### config.mk
export PLATFORM = sky130hd
export DESIGN_NAME = sd_clk_gen
export DESIGN_NICKNAME = d
export VERILOG_FILES = /design/src/rtl/sd_clk_pkg.sv /design/src/rtl/sd_clk_div_cnt.sv /design/src/rtl/sd_clk_gen.sv
export SDC_FILE = /design/constraint.sdc
export NUM_CORES = 1
export LEC_CHECK = 0
export CAP_MARGIN = 20
export CORE_ASPECT_RATIO = 1.1
export CORE_MARGIN = 10
export CORE_UTILIZATION = 63
export CTS_BUF_LIST = sky130_fd_sc_hd__clkbuf_4
export CTS_CLUSTER_SIZE = 14
export DETAILED_ROUTE_END_ITERATION = 10
export DONT_BUFFER_PORTS = 1
export MAX_ROUTING_LAYER = met4
export PLACE_DENSITY = 0.79
export RECOVER_POWER = 50
export SYNTH_ARGS = -nofsm -noshare
export SYNTH_HDL_FRONTEND = slang
export SYNTH_HIERARCHICAL = 1
export SYNTH_SLANG_ARGS = --single-unit
### constraint.sdc
create_clock -name clk -period 2.4 [get_ports clk]
set_input_delay 0.72 -clock clk [delete_from_list [all_inputs] [get_ports clk]]
set_output_delay 0.72 -clock clk [all_outputs]
set_load 0.01 [all_outputs]
### src/rtl/sd_clk_pkg.sv
// rtl/sd_clk_pkg.sv - shared state type and divisor constants for the SD clock generator
package sd_clk_pkg;

  typedef enum logic [1:0] {
    LO   = 2'd0,
    HI   = 2'd1,
    STOP = 2'd2
  } sd_clk_state_e;

  localparam int SD_DIV_W    = 8;
  localparam int SD_DIV_400K = 33;
  // 27 MHz / 2 = 13.5 MHz: the fastest ratio, nearest achievable to 25 MHz
  localparam int SD_DIV_25M  = 0;

endpackage

### src/rtl/sd_clk_div_cnt.sv
// rtl/sd_clk_div_cnt.sv - phase counter with terminal-count compare against lim
module sd_clk_div_cnt
  import sd_clk_pkg::*;
#(
  parameter int W = SD_DIV_W
) (
  input  logic         clk,
  input  logic         rst,
  input  logic         clr,
  input  logic [W-1:0] lim,
  output logic         tc
);

  logic [W-1:0] cnt;

  assign tc = (cnt == lim);

  // Clearing on tc keeps cnt <= lim, so the counter never wraps.
  always_ff @(posedge clk) begin
    if (rst || clr || tc) begin
      cnt <= '0;
    end else begin
      cnt <= cnt + 1'b1;
    end
  end

endmodule

### src/rtl/sd_clk_gen.sv
// rtl/sd_clk_gen.sv - glitch-free programmable SD clock generator; SD_CLK_GEN_STOP_EN adds clock parking
module sd_clk_gen
  import sd_clk_pkg::*;
#(
  parameter int DIV_W     = SD_DIV_W,
  parameter int DIV_RESET = SD_DIV_400K
) (
  input  logic             clk,
  input  logic             rst,
  input  logic [DIV_W-1:0] div_in,
  input  logic             div_load,
  output logic             div_ack,
  output logic [DIV_W-1:0] div_cur,
  input  logic             en,
  output logic             sd_clk,
  output logic             sd_rise,
  output logic             sd_fall,
  output logic             stopped
);

`ifdef SD_CLK_GEN_STOP_EN
  localparam sd_clk_state_e RST_STATE = STOP;
`else
  localparam sd_clk_state_e RST_STATE = LO;
`endif

  sd_clk_state_e    state;
  sd_clk_state_e    state_nx;
  logic             tc;
  logic             clr;
  logic             apply;
  logic             rise_nx;
  logic             fall_nx;
  logic [DIV_W-1:0] pend;
  logic             pend_v;

  sd_clk_div_cnt #(
    .W(DIV_W)
  ) u_cnt (
    .clk (clk),
    .rst (rst),
    .clr (clr),
    .lim (div_cur),
    .tc  (tc)
  );

  always_ff @(posedge clk) begin
    if (rst) begin
      state <= RST_STATE;
    end else begin
      state <= state_nx;
    end
  end

  always_comb begin
    state_nx = state;
    clr      = 1'b0;
    rise_nx  = 1'b0;
    fall_nx  = 1'b0;
    apply    = 1'b0;
    unique case (state)
      LO: begin
`ifdef SD_CLK_GEN_STOP_EN
        // Dropping en in a low phase parks at once; sd_clk is already low.
        if (!en) begin
          state_nx = STOP;
          clr      = 1'b1;
        end else if (tc) begin
          state_nx = HI;
        end
`else
        if (tc) state_nx = HI;
`endif
      end
      HI: begin
        if (tc) state_nx = LO;
`ifdef SD_CLK_GEN_STOP_EN
        if (tc && !en) state_nx = STOP;
`endif
      end
      default: begin
        clr = 1'b1;
`ifdef SD_CLK_GEN_STOP_EN
        state_nx = en ? LO : STOP;
`else
        state_nx = LO;
`endif
      end
    endcase
    rise_nx = (state == LO) && (state_nx == HI);
    fall_nx = (state == HI) && (state_nx != HI);
    // Divisor changes only at the end of a high phase, so no phase is ever cut short.
    apply   = pend_v && (fall_nx || (state == STOP));
  end

  always_ff @(posedge clk) begin
    if (rst) begin
      sd_clk  <= 1'b0;
      sd_rise <= 1'b0;
      sd_fall <= 1'b0;
      div_ack <= 1'b0;
      div_cur <= DIV_W'(DIV_RESET);
      pend    <= '0;
      pend_v  <= 1'b0;
    end else begin
      sd_clk  <= (state_nx == HI);
      sd_rise <= rise_nx;
      sd_fall <= fall_nx;
      div_ack <= apply;
      if (apply) div_cur <= pend;
      if (div_load) begin
        pend   <= div_in;
        pend_v <= 1'b1;
      end else if (apply) begin
        pend_v <= 1'b0;
      end
    end
  end

`ifdef SD_CLK_GEN_STOP_EN
  always_ff @(posedge clk) begin
    if (rst) begin
      stopped <= 1'b1;
    end else begin
      stopped <= (state_nx == STOP);
    end
  end
`else
  logic unused_en;
  assign unused_en = en;
  assign stopped   = 1'b0;
`endif

endmodule

==> run_summary.xml <==
<?xml version="1.0" encoding="UTF-8"?>
<metrics>
  <group name="power_and_ir_drop">
    <metric name="design_power_total" unit="mW">0.883</metric>
    <metric name="power.share.clock" unit="%">31.9</metric>
    <metric name="power_leakage" unit="nW">0.537</metric>
    <metric name="power.density" unit="nW/µm²">640</metric>
    <metric name="power_frac_comb" unit="%">6.1</metric>
    <metric name="switching_share" unit="%">23.0</metric>
    <metric name="internal_power" unit="mW">0.680</metric>
    <metric name="pwr-share-seq" unit="%">62.0</metric>
    <metric name="p_switching" unit="mW">0.203</metric>
    <metric name="peakVddDrop" unit="mV">0.504</metric>
  </group>
  <group name="setup_path">
    <metric name="worstSetupPathType" unit="">register to register</metric>
    <metric name="cp.required" unit="ns">2.65</metric>
    <metric name="crit_path_cell_trace" unit="">xor2_1 -&gt; nor4_1 -&gt; and2_0 -&gt; nand3b_1 -&gt; a21boi_2 -&gt; buf_4 -&gt; mux2i_1</metric>
    <metric name="timing.reg2reg.setup_slack" unit="ns">0.41</metric>
    <metric name="worstRegToRegCells" unit="">7</metric>
    <metric name="worst_r2r_endpoint" unit="">div_cur[2]</metric>
    <metric name="worstPathMaxFanout" unit="">8</metric>
    <metric name="cp_data_arrival_time" unit="ns">2.25</metric>
    <metric name="crit_path_slowest_cell" unit="">sky130_fd_sc_hd__dfxtp_1</metric>
    <metric name="regToRegStartpoint" unit="">div_cur[6]</metric>
    <metric name="critical_path.startpoint_type" unit="">register</metric>
    <metric name="cp_max_stage_delay" unit="ns">0.44</metric>
    <metric name="cp-end-kind" unit="">register</metric>
  </group>
  <group name="final_layout">
    <metric name="seq_area" unit="µm²">621</metric>
    <metric name="multi_input_comb_area" unit="µm²">651</metric>
    <metric name="insertedDiodeCount" unit="">0</metric>
    <metric name="syn2layout_area_growth" unit="%">3.37</metric>
    <metric name="nNetsFinal" unit="">144</metric>
    <metric name="postLayoutCellArea" unit="µm²">1380</metric>
    <metric name="final_common_cell" unit="">sky130_fd_sc_hd__dfxtp_1</metric>
    <metric name="layout.cells.most_common_list" unit="">sky130_fd_sc_hd__dfxtp_1 (31), sky130_fd_sc_hd__mux2i_1 (16), sky130_fd_sc_hd__nand2b_1 (13), sky130_fd_sc_hd__nor2_1 (13), sky130_fd_sc_hd__xor2_1 (10)</metric>
    <metric name="drive_gt1_share" unit="%">9.85</metric>
    <metric name="fillCellCount" unit="">160</metric>
  </group>
  <group name="clock_tree">
    <metric name="cts_setup_buffers" unit="">0</metric>
    <metric name="cts.repair.resized" unit="">0</metric>
    <metric name="cts_hold_buffers" unit="">0</metric>
    <metric name="cts_max_path_buffers" unit="">2</metric>
    <metric name="tritoncts_sinks" unit="">31</metric>
    <metric name="cts.htree.levels" unit="">2</metric>
    <metric name="clock_network_latency_to_the_later_pin_of_the_worst_skew_pair" unit="ns">0.32</metric>
    <metric name="cts_tree" unit="">done</metric>
    <metric name="path_clk_slew" unit="ns">0.09</metric>
    <metric name="cts_root_buf" unit="">sky130_fd_sc_hd__clkbuf_4</metric>
    <metric name="numCtsBuffers" unit="">5</metric>
  </group>
  <group name="timing">
    <metric name="fin_crit_sh" unit="%">83.1</metric>
    <metric name="grt_setup_unrepaired" unit="">no</metric>
    <metric name="fin_skew" unit="ns">0.00455</metric>
    <metric name="finalCriticalPeriod" unit="ns">1.99</metric>
    <metric name="setup_tns" unit="ns">0</metric>
    <metric name="hold_viol" unit="">0</metric>
    <metric name="achievable-frequency" unit="MHz">501</metric>
    <metric name="hold_slack" unit="ns">0.462</metric>
    <metric name="slew_violations" unit="">0</metric>
    <metric name="setup_violations" unit="">0</metric>
  </group>
  <group name="die">
    <metric name="core" unit="µm²">2020</metric>
    <metric name="die_area" unit="µm²">4370</metric>
    <metric name="rows" unit="">17</metric>
    <metric name="initial_core_util" unit="%">66.1</metric>
    <metric name="io-pin-count" unit="">25</metric>
    <metric name="chipHeight" unit="µm">68.3</metric>
    <metric name="die_w" unit="µm">63.9</metric>
  </group>
  <group name="global_route">
    <metric name="grtUsageTotal" unit="%">11.9</metric>
    <metric name="first_global_vias" unit="">919</metric>
    <metric name="overflow" unit="">0</metric>
    <metric name="pin_count_of_the_biggest_net_entering_global_routing" unit="">32</metric>
    <metric name="grt_pass1_wl" unit="mm">3.93</metric>
    <metric name="grt_antenna_before_repair" unit="">0</metric>
  </group>
  <group name="drt">
    <metric name="avgViaCountPerCell" unit="">5.53</metric>
    <metric name="ant_nets" unit="">0</metric>
    <metric name="wl_per_cell" unit="µm">14.8</metric>
    <metric name="drc_violations" unit="">0</metric>
    <metric name="drt_first_pass_iters" unit="">4</metric>
    <metric name="dr.first_iter.drc_count" unit="">42</metric>
    <metric name="detailroute.via_count" unit="">884</metric>
    <metric name="routed_wirelength" unit="mm">2.36</metric>
  </group>
  <group name="synth">
    <metric name="synth_fa_ha_area_share" unit="%">0.936</metric>
    <metric name="number_of_synthesized_register_bits" unit="">31</metric>
    <metric name="async_flop_share" unit="%">0</metric>
    <metric name="synth.distinct_cells" unit="">33</metric>
    <metric name="synth.mux.area_fraction" unit="%">12.0</metric>
    <metric name="synthXorXnorAreaFrac" unit="%">7.87</metric>
    <metric name="syn_inst" unit="">129</metric>
    <metric name="combinational_family_with_the_most_area_after_synthesis" unit="">simple AND/OR/NAND/NOR gates</metric>
    <metric name="synth_enable_flop_cells" unit="">0</metric>
    <metric name="synth_area_per_inst" unit="µm²">10.4</metric>
    <metric name="synth-compound-area-share" unit="%">7.21</metric>
    <metric name="synthSimpleGateAreaFrac" unit="%">21.3</metric>
    <metric name="synth.cell_area" unit="µm²">1340</metric>
    <metric name="synth_sequential_area_ratio" unit="%">46.4</metric>
    <metric name="synthesis.yosys.warnings" unit="">6</metric>
    <metric name="postSynth.topFlopCell" unit="">sky130_fd_sc_hd__dfxtp_1</metric>
  </group>
  <group name="hold_path">
    <metric name="worst_hold_path.endpoint" unit="">pend[0]</metric>
    <metric name="hold_crit_class" unit="">primary input to register</metric>
    <metric name="min_from" unit="">rst</metric>
    <metric name="whs_path_depth" unit="">1</metric>
  </group>
  <group name="placement">
    <metric name="io_buffer_count" unit="">0</metric>
    <metric name="postPlaceCellArea" unit="µm²">1350</metric>
    <metric name="detailedPlacementHpwl" unit="mm">1.75</metric>
    <metric name="routabilityCongestion" unit="">0.818</metric>
  </group>
  <group name="outcome">
    <metric name="run_status" unit="">completed</metric>
  </group>
  <group name="flow_run">
    <metric name="drv_cap" unit="">0</metric>
  </group>
</metrics>
[cells by family (layout without fill, tap and decap cells)]
family | Yosys count | count (layout)
xor+xnor | 12 | 12
other cells | 1 | 2
fa+ha+maj | 1 | 1
flops | 31 | 31
mux | 16 | 16
buf+inv | 10 | 12
compound gates | 13 | 13
simple gates | 45 | 45
[flip-flops by register name, summed over array words and instances (netlist names), 2 cells and up]
register / flops
u_cnt/cnt: 8
pend: 8
div_cur: 8
state: 2
[critical path: cells and delay by family (launching register included)]
kind,cells,cell delay (ns)
simple gates,3,0.79
flops,1,0.44
buf+inv,1,0.21
mux,1,0.20
compound gates,1,0.18
xor+xnor,1,0.10
[per-stage QoR]
step | utilization, % | setup WS (ns) | std cells
2_1_floorplan | - | 0.542 | 130
3_3_place_gp | 66.7 | 0.554 | 152
3_5_place_dp | 66.7 | 0.470 | 152
4_1_cts | 69.3 | 0.447 | 160
5_1_grt | 68.4 | 0.156 | 160
6_report | 68.4 | 0.406 | 160
[power by group through the flow]
| stage | Clock (mW) | Combinational (mW) | Sequential (mW) |
|---|---|---|---|
| after detailed placement | 0 | 0.0571 | 0.561 |
| after floorplan | 0 | 0.0595 | 0.556 |
| after CTS | 0.292 | 0.0574 | 0.548 |
| final | 0.281 | 0.0540 | 0.548 |
| after global routing | 0.312 | 0.0596 | 0.550 |
| after global placement | 0 | 0.0553 | 0.559 |
[Yosys cell counts (all sizes together) (2+ instances only)]
cell type / number / area, µm²
o21ai: 3 / 15.0
nor4: 2 / 42.5
mux2i: 16 / 160
nand3: 3 / 20.0
nor3: 2 / 10.0
clkbuf: 3 / 12.5
or3: 3 / 18.8
a221oi: 3 / 26.3
xnor2: 2 / 17.5
nand2b: 13 / 81.3
dfxtp: 31 / 621
nand2: 2 / 7.51
nor2: 13 / 48.8
buf: 6 / 37.5
xor2: 10 / 87.6
a211oi: 5 / 37.5
[how the worst max path moves through the flow]
stage               slack, ns          from  cells after the start         end
floorplan                0.54  u_cnt/cnt[3]                      8  div_cur[0]
global placement         0.55    div_cur[6]                      7  div_cur[0]
detailed placement       0.47    div_cur[4]                      7  div_cur[2]
CTS                      0.45    div_cur[6]                      7  div_cur[2]
global route             0.16    div_cur[6]                      7  div_cur[2]
finish                   0.41    div_cur[6]                      7  div_cur[2]
[routing by layer]
metal  wire [µm]  track usage [%]
met2        1120             19.2
met1        1040             12.0
met4          49             6.56
met5           0                -
met3         150             5.22
[cell type report]
cell class              instances  share of cell area (%)
clock buffers                   6                    3.26
clock inverters                 2                   0.543
inverters                       1                   0.272
multi-input cells              89                    47.1
flip-flops and latches         31                    44.9
well taps                      28                    2.54
repair buffers                  3                    1.36
Power figures use the tool's default switching activity.
